## src/rtl/dispatch_queue_pkg.sv

```systemverilog
// Shared types, sizes and prefix helpers for the dispatch queue and its neighbours.
package dispatch_queue_pkg;

   localparam int unsigned N_WAY  = 2;
   localparam int unsigned DEPTH  = 16;
   localparam int unsigned PTR_W  = $clog2(DEPTH);
   localparam int unsigned CNT_W  = $clog2(DEPTH) + 1;
   localparam int unsigned LEAD_W = $clog2(N_WAY) + 1;

   typedef struct packed {
      logic        valid;
      logic [31:0] pc;
      logic [31:0] inst;
   } dispatch_packet_t;

   // Number of consecutive ones starting at bit 0.
   function automatic logic [LEAD_W-1:0] lead_ones(input logic [N_WAY-1:0] bits);
      logic [LEAD_W-1:0] n;
      logic              run;
      n   = '0;
      run = 1'b1;
      for (int i = 0; i < N_WAY; i++) begin
         run = run & bits[i];
         if (run) n = n + LEAD_W'(1);
      end
      return n;
   endfunction

   // True when no set bit follows a clear bit (ones form a prefix from bit 0).
   function automatic logic is_prefix(input logic [N_WAY-1:0] bits);
      logic seen_zero;
      logic ok;
      seen_zero = 1'b0;
      ok        = 1'b1;
      for (int i = 0; i < N_WAY; i++) begin
         if (seen_zero && bits[i]) ok = 1'b0;
         if (!bits[i]) seen_zero = 1'b1;
      end
      return ok;
   endfunction

endpackage

```

## src/rtl/dispatch_queue_if.sv

```systemverilog
// Decode / back-end handshake bundle around the dispatch queue.
interface dispatch_queue_if;
   import dispatch_queue_pkg::*;

   dispatch_packet_t [N_WAY-1:0] dec_packet;
   logic [N_WAY-1:0]             dec_branch;
   logic [N_WAY-1:0]             dispatched;
   logic                         branch_haz;
   dispatch_packet_t [N_WAY-1:0] dispatch_packet;
   logic [N_WAY-1:0]             branch_inst;
   logic                         in_ready;
   logic [CNT_W-1:0]             free_slots;

   // Decode and back end together drive the queue inputs.
   modport master (
      output dec_packet, dec_branch, dispatched, branch_haz,
      input  dispatch_packet, branch_inst, in_ready, free_slots
   );

   // The queue itself.
   modport slave (
      input  dec_packet, dec_branch, dispatched, branch_haz,
      output dispatch_packet, branch_inst, in_ready, free_slots
   );
endinterface

```

## src/rtl/dispatch_queue.sv

```systemverilog
// In-order circular buffer between decode and the R10K back end; flushes on mispredict.
module dispatch_queue
   import dispatch_queue_pkg::*;
(
   input logic            clock,
   input logic            reset,
   dispatch_queue_if.slave dq
);

   dispatch_packet_t  entry_q  [DEPTH];
   logic              branch_q [DEPTH];
   logic [PTR_W-1:0]  head_q;
   logic [PTR_W-1:0]  tail_q;
   logic [CNT_W-1:0]  count_q;

   logic [N_WAY-1:0]  slot_valid;
   logic [N_WAY-1:0]  dec_valid;
   logic [LEAD_W-1:0] deq_n;
   logic [LEAD_W-1:0] enq_raw;
   logic [LEAD_W-1:0] enq_n;
   logic              ready;

   // Present the oldest entries straight from registered state; derive enqueue/dequeue counts.
   always_comb begin
      ready             = (count_q <= CNT_W'(DEPTH - N_WAY));
      dq.in_ready       = ready;
      dq.free_slots     = CNT_W'(DEPTH) - count_q;
      slot_valid        = '0;
      dec_valid         = '0;
      dq.dispatch_packet = '0;
      dq.branch_inst    = '0;
      for (int i = 0; i < N_WAY; i++) begin
         slot_valid[i] = (CNT_W'(i) < count_q);
         dec_valid[i]  = dq.dec_packet[i].valid;
         if (slot_valid[i]) begin
            dq.dispatch_packet[i] = entry_q[head_q + PTR_W'(i)];
            dq.branch_inst[i]     = branch_q[head_q + PTR_W'(i)];
         end
      end
      deq_n   = lead_ones(dq.dispatched & slot_valid);
      enq_raw = lead_ones(dec_valid);
      enq_n   = ready ? enq_raw : '0;
   end

   // Queue state: flush and reset both empty it; otherwise retire at head and append at tail.
   always_ff @(posedge clock) begin
      if (reset || dq.branch_haz) begin
         head_q  <= '0;
         tail_q  <= '0;
         count_q <= '0;
         for (int i = 0; i < DEPTH; i++) begin
            entry_q[i]  <= '0;
            branch_q[i] <= 1'b0;
         end
      end else begin
         for (int i = 0; i < N_WAY; i++) begin
            if (LEAD_W'(i) < enq_n) begin
               entry_q[tail_q + PTR_W'(i)]  <= dq.dec_packet[i];
               branch_q[tail_q + PTR_W'(i)] <= dq.dec_branch[i];
            end
         end
         head_q  <= head_q + PTR_W'(deq_n);
         tail_q  <= tail_q + PTR_W'(enq_n);
         count_q <= count_q + CNT_W'(enq_n) - CNT_W'(deq_n);
      end
   end

   // Flag protocol violations: gapped dispatch acknowledgement, or decode pushing while not ready.
   always_ff @(posedge clock) begin
      if (!reset && !dq.branch_haz) begin
         assert (is_prefix(dq.dispatched))
            else $warning("dispatch_queue: non-prefix dispatched %b ignored", dq.dispatched);
         assert (!((enq_raw != '0) && !ready))
            else $warning("dispatch_queue: enqueue of %0d dropped while not ready", enq_raw);
      end
   end

endmodule

```

## src/flat_wrapper.sv

```systemverilog
// flat-port wrapper written by rule: the top's interface ports become plain ports
module dispatch_queue_flat import dispatch_queue_pkg::*;
  (clock, reset, dq_dec_packet, dq_dec_branch, dq_dispatched, dq_branch_haz, dq_dispatch_packet, dq_branch_inst, dq_in_ready, dq_free_slots);
  dispatch_queue_if dq_i ();
  input logic clock;
  input logic reset;
  input wire logic [$bits(dq_i.dec_packet)-1:0] dq_dec_packet;
  input wire logic [$bits(dq_i.dec_branch)-1:0] dq_dec_branch;
  input wire logic [$bits(dq_i.dispatched)-1:0] dq_dispatched;
  input wire logic [$bits(dq_i.branch_haz)-1:0] dq_branch_haz;
  output wire logic [$bits(dq_i.dispatch_packet)-1:0] dq_dispatch_packet;
  output wire logic [$bits(dq_i.branch_inst)-1:0] dq_branch_inst;
  output wire logic [$bits(dq_i.in_ready)-1:0] dq_in_ready;
  output wire logic [$bits(dq_i.free_slots)-1:0] dq_free_slots;
  assign dq_i.dec_packet = dq_dec_packet;
  assign dq_i.dec_branch = dq_dec_branch;
  assign dq_i.dispatched = dq_dispatched;
  assign dq_i.branch_haz = dq_branch_haz;
  assign dq_dispatch_packet = dq_i.dispatch_packet;
  assign dq_branch_inst = dq_i.branch_inst;
  assign dq_in_ready = dq_i.in_ready;
  assign dq_free_slots = dq_i.free_slots;
  dispatch_queue u_core (.clock(clock), .reset(reset), .dq(dq_i));
endmodule
```

## config.mk

```make
export PLATFORM = sky130hd
export DESIGN_NAME = dispatch_queue_flat
export DESIGN_NICKNAME = d
export VERILOG_FILES = /design/src/rtl/dispatch_queue_pkg.sv /design/src/rtl/dispatch_queue_if.sv /design/src/rtl/dispatch_queue.sv /design/src/flat_wrapper.sv
export SDC_FILE = /design/constraint.sdc
export NUM_CORES = 2
export LEC_CHECK = 0
export CAP_MARGIN = 20
export CELL_PAD_IN_SITES_DETAIL_PLACEMENT = 0
export CELL_PAD_IN_SITES_GLOBAL_PLACEMENT = 2
export CORE_AREA = 2 2 370 372
export DETAILED_ROUTE_END_ITERATION = 8
export DIE_AREA = 0 0 372 374
export PLACE_DENSITY = 0.89
export REMOVE_ABC_BUFFERS = 1
export SYNTH_ARGS = -nofsm -noshare
export SYNTH_HDL_FRONTEND = slang
export SYNTH_SLANG_ARGS = --single-unit
export TNS_END_PERCENT = 5
```

## constraint.sdc

```tcl
create_clock -name clock -period 8.75 [get_ports clock]
set_input_delay 1.75 -clock clock [delete_from_list [all_inputs] [get_ports clock]]
set_output_delay 1.75 -clock clock [all_outputs]
set_load 0.05 [all_outputs]
```

==> metrics.txt <==
run status=finished clean; largest net degree at the start of global routing=190; Worst EP required=approximately 7000 ps; IO Port Bufs=roughly 270; Final Non-Filler Cells=6090; max_cap viols=0; Power Density=229 nW/um^2; grt ovf=0; async set-or-reset flop fraction in the synthesized netlist=0%; Critical Path Source Type=flip-flop; deepest clock path buffer count=3; Rows=~140; Hold Violations, Final=0; worst reg2reg startpoint=u_core.tail_q[0]; sum of routed wire length over all layers=roughly 220 mm; Clock transition at path regs=approximately 60 ps; post-cts repair resize count=0; Hold Path End=u_core.tail_q[3]; final instance area=65900 um^2; via count=roughly 43000; P_leak=0.0209 uW; worst slack at placement=2530 ps; Syn Area/Cell=13.9 um^2; Area Overhead vs Synth=14.2%; layout cells sized above 1=between 20 and 25%; post-route ant nets=0; min-delay src=u_core.tail_q[3]; Distinct cells, synth=50; Slew Viols, Final=0; setup violators final=0; FMAX=144 MHz; first-pass GRT wire length=306 mm; Post-CTS Setup Inserts=0; clock root cell=clkbuf_16; nets@finish=4361; GRT Util Overall=30.8%; hold_buf cts=0; min Tclk post-route=6930 ps; Worst Path Arrival=between 5000 and 6000 ps; Post-route DRC=0; Least-Margin Pin Slew=1360 ps; EDFF count, synth=1056; vias in the first global route=42500; Final period util=79.2%; Routed WL per cell=about 36 um; Crit. End Element=primary output; ys flop type=edfxtp_1; Ports=275; largest area contributor in the netlist=edfxtp_1; Initial Utilization=between 40% and 50%; worst r2r path cells=5; R2R Path End=u_core.entry_q[0][4]; initial antenna violation count=9; Area contributors post-synth=edfxtp_1 55%, mux4_2 21%, nor2_1 3.5%; drt first pass iters=6; Placer Congestion=0.808; top cells by count, synth=1056 x edfxtp_1, 541 x nor2_1, 528 x mux4_2, 340 x nor3_1, 270 x nand2_1; slew margin rel.=9.07%; Iteration-0 DRC Markers=6157; HPWL after detailed placement=118 mm; Die X=about 370 um; CTS tree=yes; Power Total=15100 uW; worst vdd ir=168 uV; Vias/cell=7.01; Hold Worst Slack=775 ps; top cell type's share of synthesized area=55.0%; TritonCTS sink count=approximately 1100; die height=374 um; synthesized area=57700 um^2; count leader, synth=edfxtp_1; Synth Warn #=0; register bit total from synthesis=1069; Post-Synthesis Cells=4151; Num CTS Buffers=approximately 110; worst clock skew=30.0 ps; worst hold path type=flip-flop to flip-flop; sequential area share after synthesis=between 50% and 60%; critical path class=flip-flop to primary output; WHS Path Cells=2; r2r setup slk=3950 ps; Placed Area=roughly 62000 um^2; CTS H-Tree Depth=3; Core ar.=around 130000 um^2; crit path setup slack, layout=1820 ps; full die area=139000 um^2; critical path peak fanout=61; number of cells after detailed placement=5871; RSZ-0062 raised after global routing=no; Clock Latency Late Sink=730 ps
-- where the power goes --
part	internal, uW	switching [uW]	leakage, uW
registers	5870	195	0.0119
clock network	2810	2140	0.00183
logic	1540	2500	0.00719
-- kinds of logic after synthesis --
logic type	Yosys count	synth area share, %
and+or+nand+nor	1322	10.1
DFF	1069	55.4
muxes	665	23.0
AOI/OAI and AO/OA	617	7.44
xor gates and xnor gates	12	0.182
adders and majority gates	18	0.443
buffers and inverters	448	3.38
-- registers in the layout, summed over array words and instances, names as in the netlist --
| signal | flops |
|---|---|
| u_core.branch_q | 16 |
| u_core.count_q | 5 |
| u_core.entry_q | 1040 |
| u_core.head_q | 4 |
| u_core.tail_q | 4 |
-- layer usage --
layer	routed length, um	vias up	part of all wire (%)	GRT usage, %
met5	8	-	0.0037	0
met4	10900	2	5.0	14.2
met3	28100	623	13	6.75
met2	103000	3581	47	49.3
met1	75700	21700	35	40.1
li1	-	16700	-	-
-- worst max-delay path by stage --
stage | startpoint | end | slack [ps] | cells after the start
floorplan | u_core.head_q[0] | dq_dispatch_packet[128] | -21140 | 4
global placement | u_core.head_q[1] | dq_dispatch_packet[102] | 2570 | 7
detailed placement | u_core.head_q[0] | dq_dispatch_packet[36] | 2530 | 6
CTS | u_core.head_q[1] | dq_dispatch_packet[102] | 1760 | 7
global route | u_core.head_q[0] | dq_dispatch_packet[36] | 1480 | 6
finish | u_core.head_q[1] | dq_dispatch_packet[84] | 1820 | 6
-- area by class of cell --
cell class	instances	area (um^2)
fill	11500	69100
sequential	1069	32000
multi-input combinational	2634	24100
timing repair buffer	375	3700
clock buffer	136	2930
tap	1781	2230
clock inverter	77	812
inverter	13	48.8
antenna	5	12.5
-- cell usage in the layout, fill, tap and decap left out, types with 6 or more instances in the layout --
master,instances
clkinvlp_4,6
dfxtp_1,6
clkinv_2,26
buf_4,86
a31oi_1,19
nor2_1,537
edfxtp_1,1056
inv_1,12
nor3b_1,6
a22oi_1,132
a21oi_1,69
mux4_2,528
clkinv_1,23
dfxtp_4,6
and2_1,19
nor2b_1,6
bufinv_16,14
o22a_1,29
buf_12,14
o21ai_4,17
nand3_1,21
o21ai_0,19
or2_2,56
o22ai_1,244
clkbuf_1,21
and3_1,21
clkbuf_16,113
nand2_1,263
a221o_1,63
ha_1,13
o22ai_2,10
nor3_1,340
mux2i_1,137
xnor2_1,9
nand2b_1,24
clkdlybuf4s50_1,274
-- critical path, stage by stage (launching register included) --
cell	delay, ps
dfxtp_4	1010
nand3_1	480
or4_1	590
o21ai_4	90
buf_4	820
a221o_1	520
clkdlybuf4s50_1	870
-- per-stage QoR --
| stage | util [%] | TNS, ps |
|---|---|---|
| floorplan | - | -8341270 |
| global placement | 46.0 | 0 |
| detailed placement | 46.0 | 0 |
| CTS | 48.8 | 0 |
| global route | 48.8 | 0 |
| finish | 48.8 | 0 |
No activity file was read; power rests on OpenSTA's default activity.
